### config.mk
export PLATFORM = sky130hd
export DESIGN_NAME = driver_leds_ctrl
export DESIGN_NICKNAME = d
export VERILOG_FILES = /design/src/rtl/driver_leds_ctrl.sv
export SDC_FILE = /design/constraint.sdc
export NUM_CORES = 1
export LEC_CHECK = 0
export CAP_MARGIN = 10
export CORE_AREA = 3 3 103 105
export DETAILED_ROUTE_END_ITERATION = 8
export DIE_AREA = 0 0 106 108
export GPL_TIMING_DRIVEN = 0
export PLACE_DENSITY = 0.88
export SYNTH_ARGS = -nofsm -noshare
export SYNTH_HDL_FRONTEND = slang
export SYNTH_SLANG_ARGS = --single-unit
### constraint.sdc
create_clock -name clk -period 8.65 [get_ports clk]
set_input_delay 1.73 -clock clk [delete_from_list [all_inputs] [get_ports clk]]
set_output_delay 1.73 -clock clk [all_outputs]
set_load 0.1 [all_outputs]
### src/rtl/driver_leds_ctrl.sv
// Memory-mapped LED controller: direct write, atomic set/clear/toggle, per-LED blink, status readback.
// Optional PWM dimming on register 7 when DRIVER_LEDS_PWM_EN is defined.
module driver_leds_ctrl #(
  parameter int N_LEDS      = 10,
  parameter int DATA_W      = 32,
  parameter int BLINK_DIV_W = 24,
  parameter int PWM_W       = 4
) (
  input  logic                clk,
  input  logic                reset_n,
  input  logic                chip_select,
  input  logic                write_enable,
  input  logic [2:0]          addr,
  input  logic [DATA_W-1:0]   data_write,
  output logic [DATA_W-1:0]   data_read,
  output logic [N_LEDS-1:0]   ledr
);

  localparam logic [BLINK_DIV_W-1:0] BCNT_ONE = 1;

  logic [N_LEDS-1:0]      r_led;
  logic [N_LEDS-1:0]      r_bmask;
  logic [N_LEDS-1:0]      r_ledr;
  logic [BLINK_DIV_W-1:0] r_bper;
  logic [BLINK_DIV_W-1:0] r_bcnt;
  logic                   r_phase;
  logic [DATA_W-1:0]      r_data_read;

  logic                   w_wr;
  logic [N_LEDS-1:0]      w_wdata;
  logic                   w_pwm_gate;
  logic [DATA_W-1:0]      w_rd_val;

  assign w_wr    = chip_select & write_enable;
  assign w_wdata = data_write[N_LEDS-1:0];

  always_ff @(posedge clk) begin
    if (!reset_n) begin
      r_led <= '0;
    end else if (w_wr) begin
      case (addr)
        3'd0:    r_led <= w_wdata;
        3'd1:    r_led <= r_led | w_wdata;
        3'd2:    r_led <= r_led & ~w_wdata;
        3'd3:    r_led <= r_led ^ w_wdata;
        default: ;
      endcase
    end
  end

  always_ff @(posedge clk) begin
    if (!reset_n) begin
      r_bmask <= '0;
    end else if (w_wr && addr == 3'd4) begin
      r_bmask <= w_wdata;
    end
  end

  // A period write restarts the blink cycle and takes priority over a toggle in the same cycle.
  always_ff @(posedge clk) begin
    if (!reset_n) begin
      r_bper  <= '0;
      r_bcnt  <= '0;
      r_phase <= 1'b1;
    end else if (w_wr && addr == 3'd5) begin
      r_bper  <= data_write[BLINK_DIV_W-1:0];
      r_bcnt  <= '0;
      r_phase <= 1'b1;
    end else if (r_bper == '0) begin
      r_bcnt  <= '0;
      r_phase <= 1'b1;
    end else if (r_bcnt == r_bper - BCNT_ONE) begin
      r_bcnt  <= '0;
      r_phase <= ~r_phase;
    end else begin
      r_bcnt  <= r_bcnt + BCNT_ONE;
    end
  end

`ifdef DRIVER_LEDS_PWM_EN
  localparam logic [PWM_W-1:0] DUTY_MAX = '1;
  localparam logic [PWM_W-1:0] PWM_ONE  = 1;

  logic [PWM_W-1:0] r_duty;
  logic [PWM_W-1:0] r_pwm_cnt;

  always_ff @(posedge clk) begin
    if (!reset_n) begin
      r_duty    <= DUTY_MAX;
      r_pwm_cnt <= '0;
    end else begin
      r_pwm_cnt <= r_pwm_cnt + PWM_ONE;
      if (w_wr && addr == 3'd7) begin
        r_duty <= data_write[PWM_W-1:0];
      end
    end
  end

  // Full-scale duty is steady on rather than off for one count in every period.
  assign w_pwm_gate = (r_pwm_cnt < r_duty) | (r_duty == DUTY_MAX);
`else
  assign w_pwm_gate = 1'b1;
`endif

  always_comb begin
    w_rd_val = '0;
    case (addr)
      3'd0, 3'd1, 3'd2, 3'd3: w_rd_val[N_LEDS-1:0]      = r_led;
      3'd4:                   w_rd_val[N_LEDS-1:0]      = r_bmask;
      3'd5:                   w_rd_val[BLINK_DIV_W-1:0] = r_bper;
      3'd6:                   w_rd_val[0]               = r_phase;
`ifdef DRIVER_LEDS_PWM_EN
      3'd7:                   w_rd_val[PWM_W-1:0]       = r_duty;
`endif
      default: ;
    endcase
  end

  always_ff @(posedge clk) begin
    if (!reset_n) begin
      r_ledr      <= '0;
      r_data_read <= '0;
    end else begin
      r_ledr <= r_led & ~(r_bmask & {N_LEDS{~r_phase}}) & {N_LEDS{w_pwm_gate}};
      if (chip_select) begin
        r_data_read <= w_rd_val;
      end
    end
  end

  assign ledr      = r_ledr;
  assign data_read = r_data_read;

endmodule
==> flow_summary.yaml <==
timing:
  slew_headroom_pct: 33.7
  fin_crit_sh_pct: 46.6
  setup_viol: 0
  final_max_slew_viol_count: 0
  finalCriticalPeriod_ns: 4.03
  final_hold_viol_count: 0
  worstMarginPinSlew_ns: 0.992
  fmax_mhz: 248
  rsz0062_at_grt: "no"
  fin_skew_ns: 0.0144
  holdWs_ns: 0.457
  setup_tns_ns: 0
critical_path:
  critPathSlowestCell: "clkbuf_1"
  start_kind: "input port"
  critPathArrivalTime_ns: 4.27
  cp_common_cell: "clkbuf_1"
  worstPathRequired_ns: 8.89
  critPathMaxStageDelay_ns: 0.60
  path_cells: "clkdlybuf4s50_1, nor2b_1, and3_1, clkbuf_1, nand2_1, nand3_1, clkbuf_1, nor3_2"
  path_class: "input port to register"
  crit_buf_inv: 3
  critPathTopFamily: "buffers and inverters"
  crit_path_end_kind: "register"
  crit_fanout: 10
  reg2reg_slack_ns: 5.29
pwr:
  p_total_uw: 944
  leakage_nw: 2.57
  p_per_area_nw_per_um2: 141
  ir_drop_mv: 0.101
die:
  chipWidth_microns: 106
  start_util_pct: 58.7
  coreArea_sq_um: 9730
  io-pin-count: 81
  die_y_microns: 108
  rows: 36
  dieArea_sq_um: 11400
grt:
  grt_max_degree: 19
  grt_usage_pct: 26.5
  antenna_found_initial: 0
  grt_pass1_vias: 5159
  grt_pass1_wl_microns: 24500
  grt_overflow: 0
run_status:
  status: "complete, no violations"
synth:
  synth_edf_count: 0
  synthArstFlopShare_pct: 0
  ys_types: 57
  syn_inst: 666
  yosysWarnings: 0
  ys_ff_latch: 103
  syn_area_sq_um: 5720
  yosys_most_used_dff: "dfxtp_1"
  avgSynthCellArea_sq_um: 8.58
  ys_seq_area_share_pct: 36.1
finish:
  insertedDiodeCount: 0
  final_nets: 806
  area_delta_synth_final_pct: 17.1
  final_util_pct: 68.8
  layout_commonest_cell: "dfxtp_1"
  instances_no_fill: 883
  layout_common_cells: "dfxtp_1, nand2_1, clkdlybuf4s50_1"
  drive_gt1_share_pct: 9.33
clocking:
  cts_max_path_buffers: 2
  path_clk_slew_ns: 0.11
  cts_hold_buf: 0
  cts_tree: "built"
  htreeDepth: 3
  post-cts-setup-buffers: 0
  cts_buffers: 9
  cts.sinks: 103
  root_buffer: "clkbuf_8"
  clk-insertion-delay-late_ns: 0.38
  post_cts_resized: 0
routing:
  via_per_inst: 5.80
  routedWlPerCell_microns: 16.9
  drtAntennaViolNets: 0
  drt-pass1-iter-count: 5
  first_iter_violations: 289
  vias: 5117
  drcViolationCount: 0
  wl_microns: 14900
min_path:
  holdCritPathClass: "register to register"
flow_run:
  cap_violations: 0
place:
  dp.cells: 867
  place_hpwl_microns: 11100
  port_buffers: 60
  gp_congestion: 0.911
==> cells in the mapped netlist (3+ instances only) <==
cell type / instances / share of area (%)
nand2_1: 101 / 6.6
nor3_1: 12 / 1.1
dfxtp_1: 103 / 36
o221ai_1: 11 / 1.7
a21oi_1: 39 / 3.4
nor3b_1: 3 / 0.39
mux2_2: 9 / 1.8
nand4_1: 11 / 1.2
and4_1: 3 / 0.46
mux2i_1: 12 / 2.1
a21boi_0: 26 / 3.4
nor2b_1: 40 / 4.4
nor3_2: 20 / 3.5
buf_4: 8 / 1.1
o211a_1: 9 / 1.6
xnor2_1: 33 / 5.1
nand3_1: 9 / 0.79
a211oi_1: 3 / 0.39
and3_1: 5 / 0.55
a22oi_1: 10 / 1.3
ha_1: 22 / 4.8
clkbuf_1: 39 / 2.6
inv_1: 30 / 2.0
nor4_1: 5 / 0.55
o211ai_1: 11 / 1.4
or4_1: 3 / 0.39
xor2_1: 25 / 3.8
nor2_1: 26 / 1.7
buf_6: 3 / 0.59
==> worst reg2reg max path, stage by stage, from the launching register on <==
cell      delay (ns)
dfxtp_1         0.31
clkbuf_1        0.18
nor4_1          0.70
nand3_1         0.29
nor4_1          0.49
nand3b_1        0.19
nand3_1         0.35
clkbuf_1        0.60
nor3_2          0.11
==> where the power goes <==
group,total (mW),switching [mW],internal (mW)
Clock,0.288,0.180,0.108
Sequential,0.491,0.00801,0.483
Combinational,0.166,0.111,0.0549
==> registers in the layout, summed over array words and instances, names as in the netlist <==
name,cells
r_bcnt,24
data_read,24
ledr,10
r_phase,1
r_bper,24
r_led,10
r_bmask,10
==> cells by family (layout without fill, tap and decap cells) <==
group / count (synthesis) / after routing / synth area share, %
mux: 21 / 21 / 3.87
buf+inv: 82 / 159 / 6.33
flops: 103 / 103 / 36.1
xor+xnor: 58 / 58 / 8.89
compound gates: 122 / 122 / 15.1
other cells: 1 / 8 / 0.0656
simple gates: 257 / 257 / 24.9
fa+ha+maj: 22 / 22 / 4.82
==> through the flow <==
step / instance area [sq um] / setup slack [ns]
floorplan: 5740 / 5.16
global placement: 6510 / 4.33
detailed placement: 6510 / 4.27
CTS: 6690 / 4.65
global route: 6690 / 4.47
finish: 6690 / 4.62
==> final timing paths <==
| kind | from | end | cells past startpoint |
|---|---|---|---|
| worst max-delay path | addr[1] | r_bcnt[5]$_SDFF_PP0_ | 8 |
| worst min-delay path | r_led[5]$_SDFFE_PN0P_ | ledr[5]$_SDFF_PN0_ | 2 |
| worst max register to register | r_bper[4]$_SDFFE_PN0P_ | r_bcnt[5]$_SDFF_PP0_ | 8 |
| worst min register to register | r_led[5]$_SDFFE_PN0P_ | ledr[5]$_SDFF_PN0_ | 2 |
==> layer usage <==
metal | up-vias | global-route usage (%) | routed length [microns]
met4 | 0 | 10.8 | 454
met2 | 212 | 47.3 | 7400
li1 | 2436 | - | -
met1 | 2423 | 31.2 | 6050
met5 | - | 0 | 0
met3 | 46 | 5.43 | 1000
==> final cells by class <==
type | instances | area (sq um)
Timing Repair Buffer | 61 | 606
Sequential cell | 103 | 2060
Fill cell | 800 | 3040
Buffer | 52 | 249
Clock inverter | 7 | 55.1
Tap cell | 133 | 166
Multi-Input combinational cell | 488 | 3320
Clock buffer | 9 | 124
Inverter | 30 | 113
(Power assumes the default switching activity.)
